$ cat src/rtl/threshold_reporter.sv
// threshold_reporter
//   Reports the signed trigger threshold over a UART byte stream as an ASCII
//   line "T=<sign><hex digits>\r\n". A report is sent once after reset, each
//   time the threshold changes, and on an explicit request. Triggers that
//   arrive while a report is already owed collapse into one report.
//
// Ports
//   clk         system clock
//   reset       synchronous, active-high reset
//   threshold   signed (two's complement) threshold value, N_P bits
//   report_req  single-cycle request to report the current value
//   tx_data     ASCII byte to the UART transmitter
//   tx_valid    tx_data is valid (held until accepted)
//   tx_ready    transmitter accepts the byte when tx_valid & tx_ready
//   busy        high while a message is being sent
module threshold_reporter #(
  parameter int N_P = 12
) (
  input  logic           clk,
  input  logic           reset,
  input  logic [N_P-1:0] threshold,
  input  logic           report_req,
  output logic [7:0]     tx_data,
  output logic           tx_valid,
  input  logic           tx_ready,
  output logic           busy
);

  localparam int ND = (N_P + 3) / 4;   // hex digits of the magnitude
  localparam int L  = ND + 5;          // message length in bytes
  localparam int IW = $clog2(L);

  typedef enum logic {
    IDLE,
    SEND
  } state_t;

  state_t         state, state_n;
  logic [IW-1:0]  idx, idx_n;
  logic [N_P-1:0] snap, snap_n;
  logic [N_P-1:0] thr_q;
  logic           pending, pending_n;
  logic           pend_clr;
  logic           trig;

  logic [N_P-1:0]  mag;
  logic [4*ND-1:0] mag_ext;
  logic [7:0]      cur_byte;

  function automatic logic [7:0] hex_char(input logic [3:0] n);
    if (n < 4'd10) return 8'h30 + {4'h0, n};
    else           return 8'h37 + {4'h0, n};
  endfunction

  // A new trigger always wins over the clear performed at message capture,
  // so at most one extra message follows the one being started.
  assign trig      = (threshold != thr_q) | report_req;
  assign pending_n = trig | (pending & ~pend_clr);

  always_ff @(posedge clk) begin
    if (reset) begin
      state   <= IDLE;
      idx     <= '0;
      snap    <= '0;
      thr_q   <= threshold;
      pending <= 1'b1;
    end else begin
      state   <= state_n;
      idx     <= idx_n;
      snap    <= snap_n;
      thr_q   <= threshold;
      pending <= pending_n;
    end
  end

  // Magnitude as an N_P-bit unsigned value: the most negative input
  // negates to itself, which read unsigned is exactly 2^(N_P-1).
  always_comb begin
    mag     = snap[N_P-1] ? (~snap + 1'b1) : snap;
    mag_ext = (4*ND)'(mag);
  end

  always_comb begin
    cur_byte = 8'h0A;
    for (int unsigned k = 0; k < ND; k++) begin
      if (idx == IW'(3 + k))
        cur_byte = hex_char(mag_ext[4*(ND-1-k) +: 4]);
    end
    if (idx == IW'(0))        cur_byte = 8'h54;
    else if (idx == IW'(1))   cur_byte = 8'h3D;
    else if (idx == IW'(2))   cur_byte = snap[N_P-1] ? 8'h2D : 8'h2B;
    else if (idx == IW'(L-2)) cur_byte = 8'h0D;
  end

  always_comb begin
    state_n  = state;
    idx_n    = idx;
    snap_n   = snap;
    pend_clr = 1'b0;
    busy     = 1'b0;
    tx_valid = 1'b0;
    tx_data  = '0;
    case (state)
      IDLE: begin
        if (pending) begin
          state_n  = SEND;
          snap_n   = threshold;
          idx_n    = '0;
          pend_clr = 1'b1;
        end
      end
      SEND: begin
        busy     = 1'b1;
        tx_valid = 1'b1;
        tx_data  = cur_byte;
        if (tx_ready) begin
          if (idx == IW'(L-1)) begin
            state_n = IDLE;
            idx_n   = '0;
          end else begin
            idx_n = idx + 1'b1;
          end
        end
      end
      default: state_n = IDLE;
    endcase
  end

endmodule

$ cat config.mk
export PLATFORM = sky130hd
export DESIGN_NAME = threshold_reporter
export DESIGN_NICKNAME = d
export VERILOG_FILES = /design/src/rtl/threshold_reporter.sv
export SDC_FILE = /design/constraint.sdc
export NUM_CORES = 1
export LEC_CHECK = 0
export BUFFER_PORTS_ARGS = -buffer_cell sky130_fd_sc_hd__buf_2
export CAP_MARGIN = 20
export CORE_ASPECT_RATIO = 1.25
export CORE_UTILIZATION = 55
export DETAILED_ROUTE_END_ITERATION = 10
export GPL_TIMING_DRIVEN = 0
export HOLD_SLACK_MARGIN = 0.15
export PLACE_DENSITY = 0.77
export SLEW_MARGIN = 20
export SYNTH_ARGS = -nofsm -noshare
export SYNTH_HDL_FRONTEND = slang
export SYNTH_SLANG_ARGS = --single-unit
$ cat constraint.sdc
create_clock -name clk -period 4.8 [get_ports clk]
set_input_delay 0.24 -clock clk [delete_from_list [all_inputs] [get_ports clk]]
set_output_delay 0.24 -clock clk [all_outputs]
set_load 0.01 [all_outputs]
== Yosys cells after proc, flatten, opt, wreduce, memory -nomap -nowiden ==
Index checks and enable logic that the tools add are counted.

* Bits in latches: 0
* Logic and storage cells: 58
* Flip-flop bits (word level): 29
* Memories: 0
* Bits in read-only memories: 0
* Memory bits (writable): 0

* Mux-type cells: 23
* Magnitude comparators: 3
* Eq/ne operators: 10
* Divide/modulo/power cells: 0
* Shift operators: 0
* Add/sub/neg operators: 8
* Multiply operators: 0
* Reduce and logical (&&, ||, !) cells: 3
* Bitwise operators: 6

{| class="wikitable"
|+ Operators by type and width
! operator !! number
|-
| $mux W8 || 7
|-
| $add A6 B4 Y7 const A || 6
|-
| $mux W7 || 4
|-
| $add A12 B1 Y12 const B || 1
|-
| $eq A3 B3 Y1 const B || 4
|-
| $lt A4 B4 Y1 const B || 3
|-
| $mux W12 || 1
|-
| $mux W3 || 4
|-
| $ne A12 B12 Y1 || 1
|-
| $not A12 Y12 || 1
|-
| $eq A3 B2 Y1 const B || 2
|-
| $pmux W3 S2 || 1
|-
| $mux W1 || 5
|-
| $ne A2 B2 Y1 const B || 2
|-
| $reduce_and A2 Y1 || 2
|-
| $add A3 B1 Y3 const B || 1
|-
| $eq A3 B1 Y1 const B || 1
|-
| $logic_not A3 Y1 || 1
|-
| $not A1 Y1 || 2
|-
| $or A1 B1 Y1 || 2
|-
| $pmux W1 S2 || 1
|-
| $and A1 B1 Y1 || 1
|}

== Depth between registers and ports, before layout ==
* Depth after elaboration: 13
* Mapped depth: 10
* Gate-level depth less buffers: 10

== Worst setup path after synthesis ==
No wires, ideal clock.

* Path type: register to output
* Start: register snap[0]
* End: output port tx_data[6]
* Cell stages (with the launch flop): 9
* Data arrival time: 2,317 ps
* Data required time: 4,560 ps
* Setup slack: 2,243 ps
* Path through: dfxtp_1 or4_1 clkbuf_2 o21ai_0 xor2_1 ha_1 a211oi_1 nor2_1 o41ai_1

* Cells in the longest elaborated chain, start to end: 13
* Elaborated cells on any way between the ends: 23
* Those cells by class: add/sub (7); order compare (3); mux (12); bitwise (1)

{| class="wikitable"
|+ Ends and longest elaborated chain
! element !! line !! text
|-
| start, declared || 40 || <nowiki>logic [N_P-1:0] snap, snap_n;</nowiki>
|-
| start signal, assigned || 70 || <nowiki>snap <= snap_n;</nowiki>
|-
| $not A12 Y12 || 79 || <nowiki>mag = snap[N_P-1] ? (~snap + 1'b1) : snap;</nowiki>
|-
| $add A12 B1 Y12 || 79 ||
|-
| $mux W12 * || 79 ||
|-
| $add A6 B4 Y7 (tied with other cells) || 52 || <nowiki>else return 8'h37 + {4'h0, n};</nowiki>
|-
| $mux W7 || 51 || <nowiki>if (n < 4'd10) return 8'h30 + {4'h0, n};</nowiki>
|-
| $mux W7 || 86 || <nowiki>if (idx == IW'(3 + k))</nowiki>
|-
| $mux W8 || 86 ||
|-
| $mux W8 * || 86 ||
|-
| $mux W8 * || 92 || <nowiki>else if (idx == IW'(L-2)) cur_byte = 8'h0D;</nowiki>
|-
| $mux W8 * || 91 || <nowiki>else if (idx == IW'(2)) cur_byte = snap[N_P-1] ? 8'h2D : 8'h2B;</nowiki>
|-
| $mux W8 * || 90 || <nowiki>else if (idx == IW'(1)) cur_byte = 8'h3D;</nowiki>
|-
| $mux W8 * || 89 || <nowiki>if (idx == IW'(0)) cur_byte = 8'h54;</nowiki>
|-
| $mux W8 * || 103 || <nowiki>case (state)</nowiki>
|-
| end, declared || 23 || <nowiki>output logic [7:0] tx_data,</nowiki>
|}

Mark *: on every way between the ends. The rest lies on a longest branch, timed or not.

== Final worst setup path ==
Same ends and word-level chain as after synthesis.

==> qor.yml <==
layout:
  drive_above_1_share_pct: 13.2
  layout.nets: 298
  num-fill-cells: 254
  final_cells: 309
  antennaDiodeCount: 0
  most-common-layout-cells: "nand2_1, dfxtp_1, buf_2, a21oi_1, xor2_1"
  final_cell_area_mm2: 0.00214
  areaGrowthSynthToFinish_pct: 18.9
  mostFrequentLayoutCell: "nand2_1"
yosys:
  syn_area_per_cell_um2: 7.87
  synth_area_mm2: 0.00180
  ys_ff_latch: 29
  yosysUniqueCellTypes: 47
  synth_edf_count: 0
  ys_dominant_reg_cell: "dfxtp_1"
  synth_compound_area_share_pct: 23.5
  postSynthCellCount: 229
  synthMuxAreaShare_pct: 0.555
  synthAdderAreaFrac_pct: 6.94
  yosys_warnings: 0
  synth-seq-area-share_pct: 32.2
  synth_top_family_by_area: "compound AO/OA/AOI/OAI gates"
  synth_xor_area_share_pct: 11.7
  synth_simple_gate_area_share_pct: 19.5
  synth_nets: 255
  async_reset_ff_share_pct: 0
floorplan:
  io_pins: 26
  die_width_um: 53.2
  start_util_pct: 59.5
  die_h_um: 66.0
  core_mm2: 0.00303
  placementRows: 22
  die_area_mm2: 0.00351
power:
  p_switching_w: 0.000153
  p_sw_share_pct: 30.1
  vdd_drop_max_mv: 0.261
  pwr-share-clk_pct: 26.8
  p_int_w: 0.000357
  power_density_mw_per_mm2: 238
  comb_power_share_pct: 21.7
  power_frac_seq_pct: 51.6
  finalPower_w: 0.000510
  power_leakage_nw: 0.883
timing:
  setup_viol: 0
  rsz0062_at_grt: "no"
  worst_pin_slew_ps: 502
  fin_worst_skew_ps: 12.2
  fmax_mhz: 316
  timing.final.hold_violations: 0
  relSlewSlack_pct: 66.3
  slew_violations: 0
  layout_min_cycle_time_ps: 3160
  tns_ps: 0
  fin_crit_sh_pct: 65.9
global_route:
  antenna_found_initial: 0
  grt_pass1_vias: 1640
  grt_max_degree: 11
  grt_pass1_wl_mm: 6.73
  grt-ovfl-total: 0
  gr-usage-all-layers_pct: 26.1
worst_setup_path:
  ff2ff_setup_slack_ps: 3520
  crit_end: "tx_data[6]"
  crit_family: "simple AND/OR/NAND/NOR gates"
  arrival_ps: 2920
  path_class: "register to primary output"
  cp_max_fo: 7
  r2r-start: "state"
  cp.buffers_inverters: 2
  reg2reg_depth: 5
  cpPeakStageDelay_ps: 520
  worstPathRequired_ps: 4560
  critPathCaptureType: "primary output"
  cp_cell_sequence: "or4_1 > clkbuf_2 > nor4_1 > nand2_1 > o21ai_0 > nor2_1 > o41ai_1 > buf_2"
  r2r_end: "snap[3]"
  slowest_stage: "or4_1"
  startpoint_type: "register"
  crit_start: "snap[0]"
  path_depth: 8
clocking:
  post-cts-setup-buffer-count: 0
  cts.sinks: 29
  cts_tree: "done"
  cts_buffers: 5
  path_clk_slew_ps: 90
  clock_latency_ps: 330
  cts_resized: 0
  root_buffer: "clkbuf_4"
  h-tree-depth: 2
  cts_buffer_depth: 2
placement:
  dp.cells: 288
  gp_congestion: 0.860
  hpwl_mm: 3.01
  portBuffers: 23
  dpl-instance-area_mm2: 0.00196
job:
  maxCapViolCount: 0
drt:
  drt_iter0_markers: 51
  routedWlPerCell_um: 13.0
  drtPass1Iterations: 4
  wl_mm: 4.02
  drc: 0
  avgViaCountPerCell: 5.47
  ant_nets: 0
  vias: 1689
run_status:
  run_status: "completed"
worst_hold_path:
  hold_class: "primary input to register"
logic make-up after synthesis:
group                      Yosys count
DFF                                 29
muxes                                1
buffers and inverters               24
and+or+nand+nor                     78
xor gates and xnor gates            24
adders and majority gates           10
other                                1
AOI/OAI and AO/OA                   62
cells in the mapped netlist (3+ instances only):
cell type	number	area [um2]
a21oi_1	20	100
a31oi_1	3	18.8
clkbuf_1	10	37.5
dfxtp_1	29	581
ha_1	10	125
inv_1	11	41.3
nand2_1	41	154
nand3_1	6	30.0
nor2_1	12	45.0
nor2b_1	3	18.8
nor3_1	3	15.0
nor4_1	3	18.8
o21ai_0	11	55.1
o31ai_1	4	30.0
xnor2_1	7	61.3
xor2_1	17	149
flip-flops by register name (all words and copies together) (netlist names):
| signal | cells |
|---|---|
| thr_q | 12 |
| pending | 1 |
| idx | 3 |
| state | 1 |
| snap | 12 |
through the flow:
| step | hold slack (ps) | utilization, % | setup WS [ps] |
|---|---|---|---|
| 3_5_place_dp | 384 | 64.8 | 2010 |
| 5_1_grt | 209 | 70.8 | 1470 |
| 4_1_cts | 179 | 70.8 | 1650 |
| 2_1_floorplan | 268 | - | 2240 |
| 6_report | 196 | 70.8 | 1640 |
| 3_3_place_gp | 381 | 64.8 | 2020 |
layer usage:
metal | track usage (%) | routed length, um
met1 | 26.6 | 1730
met3 | 4.14 | 106
met2 | 49.5 | 2080
met4 | 11.5 | 108
met5 | 0 | 0
layout make-up:
cell class              instances  area [um2]  share of cell area, %
flip-flops and latches         29         581                   27.1
clock buffers                   6        41.3                   1.93
multi-input cells             176        1120                   52.4
plain buffers                  13        57.6                   2.68
repair buffers                 36         245                   11.4
clock inverters                 2        10.0                  0.467
well taps                      36        45.0                   2.10
inverters                      11        41.3                   1.93
power groups by stage:
stage	Sequential [W]	Clock (W)	Combinational [W]
after floorplan	0.000266	0	0.0000736
after global placement	0.000268	0	0.0000996
after detailed placement	0.000269	0	0.000101
after CTS	0.000263	0.000140	0.000110
after global routing	0.000265	0.000149	0.000124
final	0.000263	0.000137	0.000110
worst min path at each step:
stage / depth (start not counted) / end / startpoint / slack, ps
4_1_cts: 2 / state / tx_ready / 180
3_3_place_gp: 1 / thr_q[2] / threshold[2] / 380
5_1_grt: 2 / state / tx_ready / 210
2_1_floorplan: 0 / thr_q[0] / threshold[0] / 270
3_5_place_dp: 1 / thr_q[2] / threshold[2] / 380
6_report: 2 / state / tx_ready / 200
timing repair:
| item | CTS | global route |
|---|---|---|
| hold buffers | 13 | 0 |
| setup endpoints to repair | 0 | 0 |
| endpoints found under the hold margin | 13 | 0 |
(Power assumes the default switching activity.)
